## src/rtl/uart_rx_byte.sv

```systemverilog
// uart_rx_byte: 8N1 UART receiver for the Morse encoder front end.
// The raw rx pin is synchronised before use. Bits are sampled at their
// centres, found from a half-bit offset after the start-bit edge. Each good
// byte is published through a ready/ack holding register. Framing errors and
// overruns are reported as one-cycle pulses; a framing error never delivers a
// byte.
//
// Handshake (ready/ack): ready=1 means data holds a byte the consumer has not
// yet taken. The consumer asserts ack, either as a pulse or as a level, to
// take it. ready falls on the first clock edge that samples ack=1, unless a
// new byte commits on that same edge. In that case the new byte is loaded,
// ready stays 1 and no overrun is flagged, because the old byte was taken.
// ack while ready=0 has no effect. The receiver never waits for ack. A byte
// that completes while the previous one is still unconsumed overwrites it,
// and overrun pulses once.
module uart_rx_byte #(
  parameter int CLK_FREQ = 100_000_000,
  parameter int BAUD     = 9600
) (
  input  logic       clk,
  input  logic       rst,
  input  logic       rx,
  input  logic       ack,
  output logic [7:0] data,
  output logic       ready,
  output logic       busy,
  output logic       frame_err,
  output logic       overrun,
  output logic [2:0] state_dbg
);

  // Bit timing, derived from the clock and baud rate. Truncation is intended.
  localparam int          CLKS_PER_BIT = CLK_FREQ / BAUD;
  localparam int          HALF_BIT     = CLKS_PER_BIT / 2;
  localparam logic [13:0] BIT_LAST     = 14'(CLKS_PER_BIT - 1);
  localparam logic [13:0] HALF_LAST    = 14'(HALF_BIT - 1);

  typedef enum logic [2:0] {
    S_IDLE  = 3'd0,
    S_START = 3'd1,
    S_DATA  = 3'd2,
    S_STOP  = 3'd3,
    S_BREAK = 3'd4
  } state_t;

  // Synchroniser flops. Both reset to the idle-high line level.
  logic rx_meta_q;
  logic rx_s_q;

  // FSM state.
  state_t state_q, state_d;

  // Timing and deserialiser registers.
  logic [13:0] cnt_q, cnt_d;
  logic [2:0]  bit_idx_q, bit_idx_d;
  logic [7:0]  shift_q, shift_d;

  // Stop-bit outcome. A good stop bit arms a commit on the following edge.
  logic commit_q, commit_d;
  logic frame_err_q, frame_err_d;

  // Output holding register and handshake flags.
  logic [7:0] data_q, data_d;
  logic       ready_q, ready_d;
  logic       overrun_q, overrun_d;

  // Counter terminal counts for the half-bit and full-bit waits.
  logic half_done;
  logic bit_done;

  // Two-flop synchroniser. Nothing downstream looks at raw rx.
  always_ff @(posedge clk or posedge rst) begin
    if (rst) begin
      rx_meta_q <= 1'b1;
      rx_s_q    <= 1'b1;
    end else begin
      rx_meta_q <= rx;
      rx_s_q    <= rx_meta_q;
    end
  end

  // Terminal-count decode for the shared cycle counter.
  always_comb begin
    half_done = (cnt_q == HALF_LAST);
    bit_done  = (cnt_q == BIT_LAST);
  end

  // FSM state register.
  always_ff @(posedge clk or posedge rst) begin
    if (rst) begin
      state_q <= S_IDLE;
    end else begin
      state_q <= state_d;
    end
  end

  // FSM next-state logic.
  always_comb begin
    state_d = state_q;
    case (state_q)
      S_IDLE: begin
        if (!rx_s_q) state_d = S_START;
      end
      S_START: begin
        // If the line is still low at the start-bit centre, this is a real
        // frame. Otherwise it was a glitch.
        if (half_done) state_d = rx_s_q ? S_IDLE : S_DATA;
      end
      S_DATA: begin
        if (bit_done && (bit_idx_q == 3'd7)) state_d = S_STOP;
      end
      S_STOP: begin
        if (bit_done) state_d = rx_s_q ? S_IDLE : S_BREAK;
      end
      S_BREAK: begin
        // A held-low line must go high again before a new start is accepted.
        if (rx_s_q) state_d = S_IDLE;
      end
      default: state_d = S_IDLE;
    endcase
  end

  // FSM outputs: counter, bit index, shifter and stop-bit result controls.
  always_comb begin
    cnt_d       = cnt_q;
    bit_idx_d   = bit_idx_q;
    shift_d     = shift_q;
    commit_d    = 1'b0;
    frame_err_d = 1'b0;
    case (state_q)
      S_IDLE: begin
        cnt_d     = 14'd0;
        bit_idx_d = 3'd0;
      end
      S_START: begin
        if (half_done) begin
          cnt_d     = 14'd0;
          bit_idx_d = 3'd0;
        end else begin
          cnt_d = cnt_q + 14'd1;
        end
      end
      S_DATA: begin
        if (bit_done) begin
          cnt_d              = 14'd0;
          shift_d[bit_idx_q] = rx_s_q;
          bit_idx_d          = bit_idx_q + 3'd1;
        end else begin
          cnt_d = cnt_q + 14'd1;
        end
      end
      S_STOP: begin
        if (bit_done) begin
          cnt_d = 14'd0;
          if (rx_s_q) begin
            commit_d = 1'b1;
          end else begin
            frame_err_d = 1'b1;
          end
        end else begin
          cnt_d = cnt_q + 14'd1;
        end
      end
      S_BREAK: begin
        cnt_d = 14'd0;
      end
      default: begin
        cnt_d     = 14'd0;
        bit_idx_d = 3'd0;
      end
    endcase
  end

  // Datapath registers that follow the FSM output decode.
  always_ff @(posedge clk or posedge rst) begin
    if (rst) begin
      cnt_q       <= 14'd0;
      bit_idx_q   <= 3'd0;
      shift_q     <= 8'h00;
      commit_q    <= 1'b0;
      frame_err_q <= 1'b0;
    end else begin
      cnt_q       <= cnt_d;
      bit_idx_q   <= bit_idx_d;
      shift_q     <= shift_d;
      commit_q    <= commit_d;
      frame_err_q <= frame_err_d;
    end
  end

  // Handshake next-state logic. A commit takes priority over ack.
  always_comb begin
    data_d    = data_q;
    ready_d   = ready_q;
    overrun_d = 1'b0;
    if (commit_q) begin
      data_d    = shift_q;
      ready_d   = 1'b1;
      overrun_d = ready_q && !ack;
    end else if (ack) begin
      ready_d = 1'b0;
    end
  end

  // Output holding register and handshake flags.
  always_ff @(posedge clk or posedge rst) begin
    if (rst) begin
      data_q    <= 8'h00;
      ready_q   <= 1'b0;
      overrun_q <= 1'b0;
    end else begin
      data_q    <= data_d;
      ready_q   <= ready_d;
      overrun_q <= overrun_d;
    end
  end

  assign data      = data_q;
  assign ready     = ready_q;
  assign busy      = (state_q != S_IDLE);
  assign frame_err = frame_err_q;
  assign overrun   = overrun_q;
  assign state_dbg = state_q;

endmodule

```

## config.mk

```make
export PLATFORM = sky130hd
export DESIGN_NAME = uart_rx_byte
export DESIGN_NICKNAME = d
export VERILOG_FILES = /design/src/rtl/uart_rx_byte.sv
export SDC_FILE = /design/constraint.sdc
export NUM_CORES = 1
export LEC_CHECK = 0
export CAP_MARGIN = 30
export CORE_MARGIN = 5
export CORE_UTILIZATION = 53
export CTS_BUF_LIST = sky130_fd_sc_hd__clkbuf_8
export CTS_CLUSTER_DIAMETER = 80
export DETAILED_ROUTE_END_ITERATION = 7
export PLACE_DENSITY = 0.82
export SKIP_LAST_GASP = 1
export SYNTH_ARGS = -nofsm -noshare
export SYNTH_HDL_FRONTEND = slang
export SYNTH_SLANG_ARGS = --single-unit
```

## constraint.sdc

```tcl
create_clock -name clk -period 2.2 [get_ports clk]
set_input_delay 0.44 -clock clk [delete_from_list [all_inputs] [get_ports clk]]
set_output_delay 0.44 -clock clk [all_outputs]
set_load 0.02 [all_outputs]
```

## Word level (Yosys, flattened, before mapping)

Cells that the tools add are included.

- Bits in registers: 42
- Bits of input ports: 4
- Word-level logic and storage cells: 67
- Output and inout bits: 15

- Reductions and logical operators: 12
- Magnitude comparators: 2
- Bitwise gates (word level): 1
- Add/sub/neg operators: 2
- Multiplexer cells: 26
- Eq/ne operators: 13

Operators by type and width:

| kind | number |
|---|---|
| two-way mux 14 bit | 2 |
| one-hot mux 14 bit (2 select lines) | 1 |
| two-way mux 3 bit | 8 |
| one-hot mux 3 bit (5 select lines) | 1 |
| adder 14 x 1 -> 14 bit (second input constant) | 1 |
| equality test 14 x 13 -> 1 bit (second input constant) | 1 |
| equality test 14 bit (second input constant) | 1 |
| inequality test 2 bit (second input constant) | 6 |
| two-way mux 1 bit | 10 |
| one-hot mux 3 bit (3 select lines) | 1 |
| bitwise mux 8 bit | 1 |
| equality test 3 x 2 -> 1 bit (second input constant) | 2 |
| equality test 3 bit (second input constant) | 2 |
| AND reduction 5 bit | 1 |
| < comparator 3 x 4 -> 1 bit (second input constant) | 1 |
| OR reduction 2 bit | 2 |
| adder 3 x 1 -> 3 bit (second input constant) | 1 |
| demux 1 bit (select 3 bit) | 1 |
| equality test 3 x 1 -> 1 bit (second input constant) | 1 |
| >= comparator 3 x 1 -> 1 bit (second input constant) | 1 |
| logical AND 1 bit | 3 |
| logical NOT 3 bit | 1 |
| AND reduction 3 bit | 1 |
| nonzero test 3 bit | 1 |
| 5 further kinds | 5 |

## Depth between registers and ports, before layout

- Depth after elaboration: 5
- Gate-level depth with buffers: 7
- Gate-level depth less buffers: 6

## Least setup slack after synthesis

No wires, ideal clock.

- Kind: flip-flop to flip-flop
- Start point: register cnt_q[0]
- End point: register shift_q[5]
- Arrival time: 1.653 ns
- Slack: 0.419 ns
- Stages on the path, launching flop included: 7
- Required time: 2.072 ns
- Period minus slack after synthesis: 1.781 ns
- Setup time: 0.128 ns
- Path through: dfrtp_1 ha_1 and4_1 buf_6 nand4_4 nor4_1 mux2_1

- Longest elaborated chain between the ends: 2

RTL lines:

| element | line | text |
|---|---|---|
| from (decl) | 54 | `logic [13:0] cnt_q, cnt_d;` |
| from (signal assigned) | 183 | `cnt_q <= cnt_d;` |
| equality test 14 bit | 85 | `bit_done = (cnt_q == BIT_LAST);` |
| AND reduction 2 bit (no line) | - |  |
| to (signal assigned) | 185 | `shift_q <= shift_d;` |
| to (decl) | 56 | `logic [7:0] shift_q, shift_d;` |

No other way between the ends.
A chain may end at the register's enable or synchronous reset.

## Worst setup path in the final report

- Start point: register state_q[0], in the netlist state_dbg[0]
- End point: output busy

- Longest elaborated chain between the ends: 1

RTL lines:

| element | line | text |
|---|---|---|
| from (decl) | 51 | `state_t state_q, state_d;` |
| from (signal assigned) | 93 | `state_q <= state_d;` |
| nonzero test 3 bit | 220 | `assign busy = (state_q != S_IDLE);` |
| to (decl) | 26 | `output logic busy,` |

No other way between the ends.

==> flow_metrics.tcl <==
set metrics [dict create \
    status "complete, no violations" \
    synth_area_per_cell_um2 11.12 \
    ys_types 41 \
    dp.cells 239 \
    cp_cell_sequence "nor2_1, nand2_1, clkdlybuf4s50_1" \
    maxSlewHeadroom_pct 63.44 \
    fin_crit_sh_pct 95.04 \
    post-place-ws_ns 0.1156 \
    ios 19 \
    power_density_nw_per_um2 602.0 \
    final_max_slew_viol_count 0 \
    path_clk_slew_ns 0.08 \
    netlist_area_um2 1991 \
    cp_top_family "buffers and inverters" \
    cp.required_ns 1.76 \
    num_rows 22 \
    yosysWarnings 0 \
    p_leak_nw 1.039 \
    fmax_mhz 478.3 \
    fin_area_um2 2323 \
    dieArea_um2 5082 \
    ys_seq_elements 42 \
    end_kind "output port" \
    grt_pass1_wl_um 6479 \
    setup_slack_ns 0.1091 \
    cp_max_fo 10 \
    clock_path_buffers 2 \
    synth_ff_type "dfrtp_1" \
    ir_worst_vdd_mv 0.7275 \
    nets 205 \
    grt_start_max_net_pins 43 \
    timing.hold.ws_ns 0.3607 \
    finalPower_mw 1.399 \
    cts_tree "done" \
    drive_gt1_share_pct 14.57 \
    area.sequential_um2 1055 \
    drt_iter0_drc 125 \
    start_kind "flip-flop" \
    cts_root_buf "clkbuf_8" \
    grt_pass1_vias 1331 \
    vias 1410 \
    crit_arrival_ns 1.65 \
    synthArstFlopShare_pct 100.0 \
    fp.dieW_um 71.29 \
    first_pass_iters 4 \
    fin_cells 247 \
    synthCells 179 \
    finalWirelength_um 3761 \
    cp_slowest_cell "clkdlybuf4s50_1" \
    skew_ns 0.009608 \
    port_buffers 18 \
    drc 0 \
    die_y_um 71.29 \
    initial_core_util_pct 54.37 \
    numCtsBuffers 5 \
    crit_type "reg -> out" \
    fin_crit_ns 2.091 \
    syn-num-nets 186 \
    antenna_found_initial 0 \
    num_antenna_cells 0 \
    clock_sinks 42 \
    rsz0062_at_grt "yes" \
    track_usage_pct 16.03 \
    hold_path.class "reg -> reg" \
    cts_max_level 2 \
    via_per_inst 5.709 \
    place_congestion 0.8311 \
    worst_path_largest_cell_delay_ns 0.61 \
    syn_to_final_growth_pct 16.72 \
    multiInputGateArea_um2 873.3 \
    synth.yosys.seq_area_share_pct 52.92 \
    placed_area_um2 2200 \
    grt-ovfl-total 0 \
    ant_nets 0 \
    dp_hpwl_um 2549 \
    finalHoldViolations 0 \
    routedWlPerCell_um 15.23 \
    fill_cells 282 \
    insertion_delay_ns 0.30 \
    setup_viol 0 \
    core_um2 3661 \
    synth_edf_count 0 \
    path_buf_inv 1 \
    tightest_slew_ns 0.5472 \
    maxCapViolCount 0 \
]
-- layout by cell type (no fill, tap or decap), types with 3 or more instances in the layout --
cell type / Yosys / layout
a21oi_1: 4 / 4
and4_1: 4 / 4
clkbuf_8: 0 / 5
clkdlybuf4s50_1: 0 / 18
dfrtp_1: 40 / 39
ha_1: 3 / 3
inv_1: 8 / 9
mux2_1: 7 / 7
mux2_2: 9 / 9
nand2_1: 5 / 5
nand3_1: 11 / 11
nand4_1: 6 / 6
nor2_1: 24 / 24
nor3_1: 4 / 4
o21ai_0: 4 / 4
xnor2_1: 6 / 6
xor2_1: 5 / 5
-- path summary, 6_finish.rpt --
kind	startpoint	end	slack (ns)	cells after the start
min	rx_meta_q	rx_s_q	0.36	0
max in group asynchronous	rst	state_dbg[1]	1.25	3
min reg2reg	rx_meta_q	rx_s_q	0.36	0
max reg2reg	cnt_q[0]	shift_q[6]	0.13	5
max	state_dbg[0]	busy	0.11	3
min in group asynchronous	rst	data[4]	0.57	3
-- metrics by stage --
stage,util (%),TNS [ns]
3_5_place_dp,60.08,0
5_1_grt,63.47,-0.02942
2_1_floorplan,-,0
4_1_cts,63.09,0
3_3_place_gp,60.08,0
6_report,63.47,0
-- kinds of logic (layout without fill, tap and decap cells) --
group	count (synthesis)	after routing	synth area share (%)
xor+xnor	11	11	4.840
fa+ha+maj	3	3	1.886
buf+inv	16	36	3.834
compound gates	18	18	6.286
flops	42	42	52.92
simple gates	73	73	21.18
mux	16	16	9.051
-- flip-flops by register name, summed over array words and instances, names as in the netlist --
name	cells
cnt_q	14
data	8
shift_q	8
bit_idx_q	3
state_dbg	3
commit_q	1
frame_err	1
overrun	1
ready	1
rx_meta_q	1
rx_s_q	1
-- where the power goes --
part           switching, mW  internal, mW  leakage [nW]
clock                  0.264         0.334        0.0556
sequential           0.00347         0.775         0.563
combinational         0.0161       0.00674         0.420
total                  0.283          1.12          1.04
-- synthesized netlist by cell type (all sizes together) (2+ instances only) --
cell type / number / area [µm²]
o21ai: 4 / 20.02
nor2b: 2 / 12.51
buf: 3 / 27.52
inv: 8 / 30.03
nor3b: 3 / 27.52
xnor2: 6 / 52.55
a21oi: 4 / 20.02
ha: 3 / 37.54
nand2: 5 / 18.77
and4: 4 / 35.03
and3: 2 / 12.51
nand3: 11 / 55.05
mux2: 16 / 180.2
nor3: 5 / 30.03
xor2: 5 / 43.79
o211ai: 2 / 15.01
dfrtp: 40 / 1001
nor2: 24 / 90.09
nand4: 7 / 58.81
nor4: 3 / 18.77
a31oi: 2 / 12.51
dfstp: 2 / 52.55
clkbuf: 5 / 18.77
-- per-layer routing --
layer | GRT usage (%) | routed length (µm)
met3 | 4.348 | 187
met4 | 5.010 | 50
met2 | 25.31 | 1841
met1 | 21.60 | 1682
met5 | 0 | 0
-- area by class of cell --
type                            count  share of cell area, %
Clock buffer                        5                  2.962
Clock inverter                      3                  1.777
Inverter                            8                  1.292
Multi-Input combinational cell    121                  37.59
Sequential cell                    42                  45.40
Tap cell                           48                  2.585
Timing Repair Buffer               20                  8.401
-- what timing repair did --
action,CTS,global route
endpoints found under the setup margin,0,3
resized for setup,0,3
hold buffers,0,0
setup buffers,0,0
Power figures use the tool's default switching activity.
